File: config.mk
export PLATFORM = sky130hd
export DESIGN_NAME = pipelined_wide_adder
export DESIGN_NICKNAME = d
export VERILOG_FILES = /design/src/rtl/pipelined_wide_adder.sv
export SDC_FILE = /design/constraint.sdc
export NUM_CORES = 1
export LEC_CHECK = 0
export BUFFER_PORTS_ARGS = -buffer_cell sky130_fd_sc_hd__buf_4
export CELL_PAD_IN_SITES_DETAIL_PLACEMENT = 1
export CELL_PAD_IN_SITES_GLOBAL_PLACEMENT = 2
export CORE_AREA = 10 10 150 165
export CTS_CLUSTER_DIAMETER = 40
export DETAILED_ROUTE_END_ITERATION = 7
export DIE_AREA = 0 0 160 175
export GPL_TIMING_DRIVEN = 0
export PLACE_DENSITY_LB_ADDON = 0.1
export SYNTH_ARGS = -nofsm -noshare
export SYNTH_HDL_FRONTEND = slang
export SYNTH_SLANG_ARGS = --single-unit
File: constraint.sdc
create_clock -name clk -period 4.8 [get_ports clk]
set_input_delay 0.24 -clock clk [delete_from_list [all_inputs] [get_ports clk]]
set_output_delay 0.24 -clock clk [all_outputs]
set_load 0.02 [all_outputs]
File: src/rtl/pipelined_wide_adder.sv
// Pipelined wide adder/subtractor with valid/ready handshaking.
// The (WA+1)-bit sum is built one SEG-bit segment per stage, LSB first; each
// stage consumes the carry registered by the stage before it. Operand bits not
// yet consumed, the finished low sum bits, the mode and the tag move down the
// pipe with the operation. Subtraction is A + ~zext(B) + 1: every stage inverts
// its B segment when the mode is 1, and the stage-0 carry-in is the mode bit.
module pipelined_wide_adder #(
    parameter int WA   = 37,
    parameter int WB   = 35,
    parameter int SEG  = 16,
    parameter int TAGW = 4
) (
    input  logic            clk,
    input  logic            rst,
    input  logic            in_valid,
    output logic            in_ready,
    input  logic            in_mode,
    input  logic [WA-1:0]   in_a,
    input  logic [WB-1:0]   in_b,
    input  logic [TAGW-1:0] in_tag,
    output logic            out_valid,
    input  logic            out_ready,
    output logic [WA:0]     out_sum,
    output logic [TAGW-1:0] out_tag
);
    localparam int W    = WA + 1;
    localparam int NSEG = (W + SEG - 1) / SEG;

    if (WB > WA) begin : g_width_check
        $error("pipelined_wide_adder: WB (%0d) must not exceed WA (%0d)", WB, WA);
    end

    logic [W-1:0] a_ext;
    logic [W-1:0] b_ext;

    assign a_ext = {1'b0, in_a};
    assign b_ext = W'(in_b);

    logic [NSEG-1:0] stage_valid;
    logic [NSEG-1:0] stage_load;

    // Stage k may load unless it and every stage after it are full while the
    // consumer stalls; bubbles therefore collapse toward the output.
    // NOTE: every variable written here is assigned on each pass, so no latch is inferred.
    always_comb begin
        logic all_full;
        all_full = 1'b1;
        for (int k = NSEG - 1; k >= 0; k--) begin
            all_full      = all_full & stage_valid[k];
            stage_load[k] = out_ready | ~all_full;
        end
    end

    assign in_ready = ~rst & stage_load[0];

    for (genvar k = 0; k < NSEG; k++) begin : g_stage
        localparam int LO   = k * SEG;
        localparam int WK   = (W - LO < SEG) ? (W - LO) : SEG;
        localparam int HI   = LO + WK;
        localparam int RW   = W - LO;
        localparam bit LAST = (k == NSEG - 1);

        logic            v_src;
        logic            m_src;
        logic            c_src;
        logic [TAGW-1:0] t_src;
        logic [RW-1:0]   a_src;
        logic [RW-1:0]   b_src;
        logic [WK-1:0]   b_seg;
        logic [WK-1:0]   seg_sum;
        logic [HI-1:0]   s_nxt;

        logic            v_q;
        logic [TAGW-1:0] t_q;
        logic [HI-1:0]   s_q;

        if (k == 0) begin : g_src
            assign v_src = in_valid & in_ready;
            assign m_src = in_mode;
            assign c_src = in_mode;
            assign t_src = in_tag;
            assign a_src = a_ext;
            assign b_src = b_ext;
            assign s_nxt = seg_sum;
        end else begin : g_src
            assign v_src = g_stage[k-1].v_q;
            assign m_src = g_stage[k-1].g_fwd.m_q;
            assign c_src = g_stage[k-1].g_fwd.c_q;
            assign t_src = g_stage[k-1].t_q;
            assign a_src = g_stage[k-1].g_fwd.a_q;
            assign b_src = g_stage[k-1].g_fwd.b_q;
            assign s_nxt = {seg_sum, g_stage[k-1].s_q};
        end

        assign b_seg = b_src[WK-1:0] ^ {WK{m_src}};

        if (LAST) begin : g_fwd
            // The top carry-out is the discarded borrow/overflow of bit WA+1.
            assign seg_sum = a_src[WK-1:0] + b_seg + WK'(c_src);
        end else begin : g_fwd
            logic            co;
            logic            c_q;
            logic            m_q;
            logic [RW-WK-1:0] a_q;
            logic [RW-WK-1:0] b_q;

            assign {co, seg_sum} = {1'b0, a_src[WK-1:0]} + {1'b0, b_seg} + (WK+1)'(c_src);

            // Forward the carry, the mode and the unconsumed operand bits.
            always_ff @(posedge clk or posedge rst) begin
                if (rst) begin
                    c_q <= 1'b0;
                    m_q <= 1'b0;
                    a_q <= '0;
                    b_q <= '0;
                end else if (stage_load[k] && v_src) begin
                    c_q <= co;
                    m_q <= m_src;
                    a_q <= a_src[RW-1:WK];
                    b_q <= b_src[RW-1:WK];
                end
            end
        end

        // Stage valid, tag and completed sum bits; data only moves with a real operation.
        // NOTE: state updates use non-blocking assignments so all stages shift together on the edge.
        // NOTE: data registers are reset too, which makes out_sum/out_tag read 0 out of reset.
        always_ff @(posedge clk or posedge rst) begin
            if (rst) begin
                v_q <= 1'b0;
                t_q <= '0;
                s_q <= '0;
            end else if (stage_load[k]) begin
                v_q <= v_src;
                if (v_src) begin
                    t_q <= t_src;
                    s_q <= s_nxt;
                end
            end
        end

        assign stage_valid[k] = v_q;
    end

    assign out_valid = g_stage[NSEG-1].v_q;
    assign out_sum   = g_stage[NSEG-1].s_q;
    assign out_tag   = g_stage[NSEG-1].t_q;

endmodule

==> reports/qor.yml <==
clocking:
  cts.path.max_buffers: 2
  cts_tree: "done"
  cts_hold_buf: 0
  postCtsSetupBuffers: 0
  cts_buffers: 17
  post_cts_resize_count: 0
  clk_latency_ns: 0.42
  clk_pin_slew_worst_paths_ns: 0.06
  h-tree-depth: 4
  cts.sinks: 153
  cts-root-buf: "clkbuf_16"
routing:
  via_per_inst: 4.781
  dr.pass1.iters: 4
  drc: 0
  vias: 5412
  first_iter_violations: 198
  drtAntennaViolNets: 0
  avgRoutedWirePerCell_um: 17.09
  drt-total-wl_um: 19350
finish:
  final_core_util_pct: 44.82
  num_antenna_cells: 0
  final_cell_mix: "153 x dfrtp_1, 137 x nand2_1, 123 x buf_4"
  final_area_mm2: 0.009547
  nets: 949
  drive_gt1_share_pct: 30.29
  areaGrowthSynthToFinish_pct: 26.28
  final_common_cell: "dfrtp_1"
critical_path:
  path_cells: "clkbuf_1 -> clkbuf_1 -> xnor2_1 -> fa_1 -> fa_1 -> nand2b_1 -> a21oi_1 -> o31a_1 -> o21ai_1 -> a21boi_0 -> nor3_1 -> o31ai_1"
  r2r_slack_ns: 0.73
  end_kind: "flop"
  critPathArrivalTime_ns: 4.40
  cp-start-kind: "flop"
  cp.required_ns: 5.12
  startpoint: "g_stage[0].g_fwd.m_q"
  ff2ff_path_depth: 12
  critPathMaxFanout: 10
  critPathMaxStageDelay_ns: 0.65
  timing.rr.end: "g_stage[1].s_q[28]"
  crit_path_end: "g_stage[1].s_q[28]"
  cpMaxStageDelayCell: "clkbuf_1"
  critPathKind: "reg -> reg"
  r2r_start: "g_stage[0].g_fwd.m_q"
synth:
  synth_cell_types: 49
  syn_area_mm2: 0.007560
  syn_nets: 806
  synth_edf_count: 0
  synth_area_leader_cell: "dfrtp_1"
  yosysWarningCount: 0
  postSynthAreaPerCell_um2: 11.02
  async_reset_ff_share_pct: 100.0
  synth_top_area_share_pct: 50.65
  synthFlopType: "dfrtp_1"
  yosys-top-cells-area: "dfrtp_1 51%, mux2_2 12%, nand2_1 6.8%"
  ys_ff_latch: 153
  synth_cells: 686
  yosysSeqAreaShare_pct: 50.65
pwr:
  p_leak_nw: 4.597
  p_per_area_mw_per_mm2: 558.2
  power_frac_clock_pct: 28.4
  p_int_mw: 3.529
  power.share.sequential_pct: 36.7
  ir_worst_vdd_uv: 178.6
  swShare_pct: 33.78
  p_total_mw: 5.329
  combPwrFrac_pct: 35.0
  power_switching_mw: 1.800
timing:
  drv_slew: 0
  setup_viol: 0
  hold_viol: 7
  final.min_clock_period_ns: 4.074
  fin_worst_skew_ns: 0.008409
  rsz0062_at_grt: "no"
  worst_pin_slew_ns: 0.8153
  timing.hold.ws_ns: -0.02285
  period_share_pct: 84.88
  slew-limit-headroom_pct: 45.65
  fin_ws_ns: 0.7256
  max_freq_mhz: 245.4
job:
  maxCapViolations: 0
grt:
  grt_pass1_wl_um: 32020
  grt_max_degree: 88
  grt_pass1_vias: 6134
  grt.overflow.total: 0
  groute.usage.overall_pct: 14.13
  antenna_found_initial: 0
die:
  ios: 125
  coreArea_mm2: 0.02130
  die_h_um: 175
  die_w_um: 160
  rows: 56
  start_util_pct: 35.49
  die_area_mm2: 0.02800
placed_design:
  gp_congestion: 0.7703
  dp_slack_ns: 0.6602
  port_buffers: 123
  placed_area_mm2: 0.008879
  dpl.hpwl_um: 14820
outcome:
  status: "finished, violations left"
  violations: "negative hold slack"
worst_hold_path:
  hold_path.class: "in -> async"
sequential cells by signal, indices dropped and copies added, names as in the netlist:
name               flops
g_stage.g_fwd.a_q     26
g_stage.g_fwd.b_q     22
g_stage.g_fwd.c_q      2
g_stage.g_fwd.m_q      2
g_stage.s_q           48
g_stage.t_q            8
g_stage.v_q            2
out_sum               38
out_tag                4
out_valid              1
area by class of cell:
class                   instances  area (um^2)
fillers                      2370        11750
flip-flops and latches        153         3829
multi-input cells             486         3540
repair buffers                124        950.9
clock buffers                  19        452.9
well taps                     290        362.8
clock inverters                13        215.2
plain buffers                  29        123.9
inverters                      18        72.57
cells by family (layout without fill, tap and decap cells):
logic type,after synthesis,count (layout),synth area share (%)
compound gates,113,113,9.815
fa+ha+maj,39,39,6.951
xor+xnor,56,56,6.488
simple gates,193,193,10.91
flops,153,153,50.65
mux,85,85,12.66
buf+inv,47,203,2.532
through the flow:
stage                     instances  setup TNS [ns]
after floorplan                 686               0
after global placement         1099         -205.22
after detailed placement       1100               0
after CTS                      1132               0
after global routing           1132               0
final                          1132               0
metal layers:
| metal | global-route usage, % | routed length (um) | vias up |
|---|---|---|---|
| met5 | 0 | 0 | - |
| met1 | 16.45 | 8332 | 2672 |
| met2 | 24.72 | 9918 | 97 |
| met4 | 3.790 | 180 | 0 |
| met3 | 4.208 | 920 | 10 |
| li1 | - | - | 2633 |
how the worst min path moves through the flow:
stage                                    endpoint  slack (ns)  cells past startpoint                startpoint
after global placement    g_stage[1].g_fwd.b_q[0]        0.44                      2  g_stage[0].g_fwd.b_q[16]
after CTS                               out_valid        0.03                      2                       rst
final                                   out_valid       -0.02                      2                       rst
after detailed placement        g_stage[1].t_q[2]        0.45                      2         g_stage[0].t_q[2]
after floorplan           g_stage[0].g_fwd.a_q[0]        0.39                      1                  in_a[16]
after global routing            g_stage[0].t_q[1]        0.02                      2                 in_tag[1]
Yosys cell counts (all sizes together) (7+ instances only):
library cell	number
a21o	11
clkbuf	18
xnor2	10
dfrtp	153
nand2	137
xor2	46
nor2	17
inv	18
o21ai	46
mux2	82
a21oi	17
ha	34
nor3b	7
nand2b	7
buf	11
power groups by stage:
stage | logic (mW) | clock network (mW) | registers [mW]
2_1_floorplan | 1.05 | 0 | 2.12
3_3_place_gp | 1.85 | 0 | 1.96
3_5_place_dp | 1.90 | 0 | 1.98
4_1_cts | 1.91 | 1.55 | 1.97
5_1_grt | 2.09 | 1.61 | 2.02
6_report | 1.86 | 1.51 | 1.95
critical path: cells and delay by family (launching register included):
kind	cells	cell delay, ns
AOI/OAI and AO/OA	5	1.17
xor gates and xnor gates	1	0.17
buffers and inverters	2	1.16
adders and majority gates	2	0.88
DFF	1	0.32
and+or+nand+nor	2	0.27
(Power assumes the default switching activity.)
